--- src/rtl/sipo_deser.sv ---
// sipo_deser: serial-to-parallel deserializer with per-word bit order,
// valid/ready holding register and sticky overflow on dropped words.
module sipo_deser #(
    parameter int DW = 8,
    localparam int CW = $clog2(DW)
) (
    input  logic          clk,
    input  logic          rst,
    input  logic          clr,
    input  logic          enb,
    input  logic          inp,
    input  logic          msb_first,
    output logic [DW-1:0] out,
    output logic          out_vld,
    input  logic          out_rdy,
    output logic [CW-1:0] bit_cnt,
    output logic          ovf
);
    logic [DW-1:0] sr, sr_nxt;
    logic          ord, ord_eff, done, free;

    // the first bit of a word follows the live order input, later bits the latch
    always_comb begin
        ord_eff = (bit_cnt == '0) ? msb_first : ord;
        sr_nxt  = ord_eff ? {sr[DW-2:0], inp} : {inp, sr[DW-1:1]};
        done    = enb && (bit_cnt == CW'(DW - 1));
        free    = !out_vld || out_rdy;
    end

    always_ff @(posedge clk or negedge rst) begin
        if (!rst) begin
            sr      <= '0;
            bit_cnt <= '0;
            ord     <= 1'b0;
            out     <= '0;
            out_vld <= 1'b0;
            ovf     <= 1'b0;
        end else if (clr) begin
            sr      <= '0;
            bit_cnt <= '0;
            out     <= '0;
            out_vld <= 1'b0;
            ovf     <= 1'b0;
        end else begin
            if (enb) begin
                sr      <= sr_nxt;
                bit_cnt <= done ? '0 : bit_cnt + 1'b1;
                if (bit_cnt == '0)
                    ord <= msb_first;
            end
            // a completed word lands only if the holding register is free or being drained
            if (done && free) begin
                out     <= sr_nxt;
                out_vld <= 1'b1;
            end else if (done) begin
                ovf <= 1'b1;
            end else if (out_vld && out_rdy) begin
                out_vld <= 1'b0;
            end
        end
    end
endmodule

--- config.mk ---
export PLATFORM = sky130hd
export DESIGN_NAME = sipo_deser
export DESIGN_NICKNAME = d
export VERILOG_FILES = /design/src/rtl/sipo_deser.sv
export SDC_FILE = /design/constraint.sdc
export NUM_CORES = 1
export LEC_CHECK = 0
export BUFFER_PORTS_ARGS = -buffer_cell sky130_fd_sc_hd__buf_2
export CAP_MARGIN = 20
export CORE_MARGIN = 2
export CORE_UTILIZATION = 52
export DETAILED_ROUTE_END_ITERATION = 7
export HOLD_SLACK_MARGIN = 0.03
export MAX_ROUTING_LAYER = met4
export PLACE_DENSITY = 0.76
export SKIP_LAST_GASP = 1
export SLEW_MARGIN = 30
export SYNTH_ARGS = -nofsm -noshare
export SYNTH_HDL_FRONTEND = slang
export SYNTH_SLANG_ARGS = --single-unit
--- constraint.sdc ---
create_clock -name clk -period 2.4 [get_ports clk]
set_clock_uncertainty 0.2 [all_clocks]
set_input_delay 0.12 -clock clk [delete_from_list [all_inputs] [get_ports clk]]
set_output_delay 0.12 -clock clk [all_outputs]
set_load 0.005 [all_outputs]
==> impl_metrics.yaml <==
sta:
  finalSetupViolCount: 0
  post-route-min-period_ns: 1.994
  setup_tns_ns: 0
  maxSlewHeadroom_pct: 68.05
  worstMarginPinSlew_ns: 0.4793
  maxSlewViolCount: 0
  timing.hold.ws_ns: 0.08188
  clock.fmax_ghz: 0.5015
  hold_viol_final: 0
  rsz0062_at_grt: "no"
  setup_slack_ns: 0.4059
  fin_crit_sh_pct: 83.09
pwr:
  internal_power_mw: 0.5199
  combPwrFrac_pct: 18.3
  power_switching_share_pct: 26.56
  seqPwrFrac_pct: 59.1
  pwr_density_cell_nw_per_um2: 583.2
  p_leak_nw: 0.6039
  power.total_mw: 0.7078
  clkPwrFrac_pct: 22.6
  p_sw_mw: 0.1880
  vdd_ir_drop_max_uv: 423.4
route:
  drt_wl_total_um: 1874
  drt-initial-drc-count: 6
  routedWlPerCell_um: 13.29
  antenna_left: 0
  vias_per_cell: 5.355
  num_vias: 755
  drc: 0
  dr.pass1.iters: 4
synthesis:
  ys_seq_elements: 22
  yosysWarnings: 0
  async_reset_ff_share_pct: 100.0
  synth_edf_count: 0
  netlist_area_um2: 1017
  synth_ff_type: "dfrtp_1"
  synth.distinct_cells: 21
  postSynthAreaPerCell_um2: 11.06
  synth_area_leaders: "dfrtp_1 (54%), mux2i_1 (8.9%), a211oi_1 (5.9%), nor2_1 (4.1%), o21ai_0 (3.9%)"
  yosysTopAreaCellShare_pct: 54.12
  syn_inst: 92
  synth_nets: 102
  yosysSeqAreaShare_pct: 54.12
  synth_top_cell_by_area: "dfrtp_1"
global_route:
  grt_pass1_vias: 719
  overflow: 0
  track_usage_pct: 19.84
  grt_first_pass_wirelength_um: 3098
  grt_max_degree: 25
  antenna_found_initial: 0
flow_run:
  maxCapViolCount: 0
placed_design:
  port_buffers: 19
  dp_hpwl_um: 1318
  place.gp.congestion: 0.7795
  preCtsSetupSlack_ns: 0.4326
worst_setup_path:
  rr_endpoint: "out[3]"
  reg2reg_depth: 6
  path_cells: "inv_1 -> ha_1 -> nor2b_4 -> mux2i_4 -> mux2i_1 -> o21ai_0"
  startpoint_type: "flop"
  worst_ep_arrival_time_ns: 1.97
  worst-path-stages: 6
  cpLargestDelayFamily: "multiplexers"
  critPathKind: "reg -> reg"
  crit_path_end_kind: "flop"
  critical_path_peak_fanout: 8
  cp_slowest_cell: "dfrtp_1"
  r2r_start: "bit_cnt[0]"
  crit_buf_inv: 1
  crit_required_ns: 2.38
  reg2reg_slack_ns: 0.41
  max_stage_delay_ns: 0.44
floorplan:
  die_h_um: 48.23
  start_util_pct: 57.05
  dieArea_um2: 2326
  fp.dieW_um: 48.23
  ios: 20
  floorplan.rows: 15
  design.core.area_um2: 1783
final_layout:
  nFillCells: 136
  final_cell_mix: "dfrtp_1 (22), buf_2 (19), nor2_1 (11)"
  register_area_um2: 550.5
  area_growth_pct: 19.31
  final_common_cell: "dfrtp_1"
  final_util_pct: 68.07
  fin_nets: 128
  antenna_cells: 0
  multi_input_area_um2: 439.2
  drive_gt1_share_pct: 25.86
clock_tree:
  cts-resized-gates: 0
  clock_latency_ns: 0.30
  clock-sinks: 22
  postCtsHoldBufs: 6
  cts_tree: "done"
  clkTransAtPathRegs_ns: 0.12
  clock_path_buffers: 2
  numCtsBuffers: 3
  cts_max_level: 1
  post_cts_buffers: 0
  clock-root-buffer: "clkbuf_4"
min_path:
  min_to: "sr[3]"
  hp-start: "enb"
  min_path_type: "in -> reg"
  holdPathStages: 3
status:
  status: "finished clean"
==> state kept, by name, summed over array words and instances, names as in the netlist <==
signal,cells
out,8
sr,8
bit_cnt,3
ord,1
out_vld,1
ovf,1
==> worst max path at each step <==
stage                           from  endpoint  slack (ns)
after floorplan           bit_cnt[0]     sr[0]        0.57
after global placement    bit_cnt[0]     sr[3]        0.46
after detailed placement  bit_cnt[0]     sr[2]        0.43
after CTS                 bit_cnt[0]    out[3]        0.40
after global routing      bit_cnt[0]     sr[2]        0.26
final                     bit_cnt[0]    out[3]        0.41
==> power groups by stage <==
stage	Sequential, mW	Clock (mW)	Combinational (mW)
6_report	0.419	0.160	0.130
5_1_grt	0.422	0.181	0.146
4_1_cts	0.418	0.168	0.132
3_5_place_dp	0.426	0	0.125
3_3_place_gp	0.424	0	0.122
2_1_floorplan	0.423	0	0.0828
==> metrics by stage <==
step / instances / instance area (um^2)
after floorplan: 92 / 1017
after global placement: 132 / 1131
after detailed placement: 132 / 1131
after CTS: 141 / 1214
after global routing: 141 / 1214
final: 141 / 1214
==> logic make-up after synthesis <==
logic type,Yosys count,share of synthesized area (%)
AND/OR/NAND/NOR,28,13.78
flip-flops,22,54.12
AO/OA/AOI/OAI,21,13.53
multiplexers,11,12.18
buffers and inverters,7,2.705
adder cells (fa/ha/maj),3,3.690
==> worst register-to-register path: stages (launching register included) <==
cell and delay [ns]:
dfrtp_1 0.44, inv_1 0.08, ha_1 0.14, nor2b_4 0.17, mux2i_4 0.43, mux2i_1 0.31, o21ai_0 0.12
==> cell usage after synthesis (all sizes together), types with 2 or more instances <==
| library cell | n |
|---|---|
| a211oi | 8 |
| a21oi | 3 |
| clkbuf | 4 |
| dfrtp | 22 |
| ha | 3 |
| inv | 2 |
| mux2i | 10 |
| nand2 | 9 |
| nand2b | 2 |
| nand3b | 2 |
| nor2 | 11 |
| o21ai | 8 |
==> routing by layer <==
| layer | part of all wire, % | track usage (%) |
|---|---|---|
| met1 | 51 | 27.14 |
| met2 | 46 | 30.00 |
| met3 | 2.0 | 3.333 |
| met4 | 0.80 | 6.486 |
| met5 | 0 | - |
==> layout make-up <==
type | instances | share of cell area (%)
clock buffers | 3 | 1.856
multi-input cells | 63 | 36.19
well taps | 25 | 2.577
repair buffers | 26 | 13.40
inverters | 2 | 0.6186
flip-flops and latches | 22 | 45.36
Note: power is estimated with default switching activity, not from simulation.
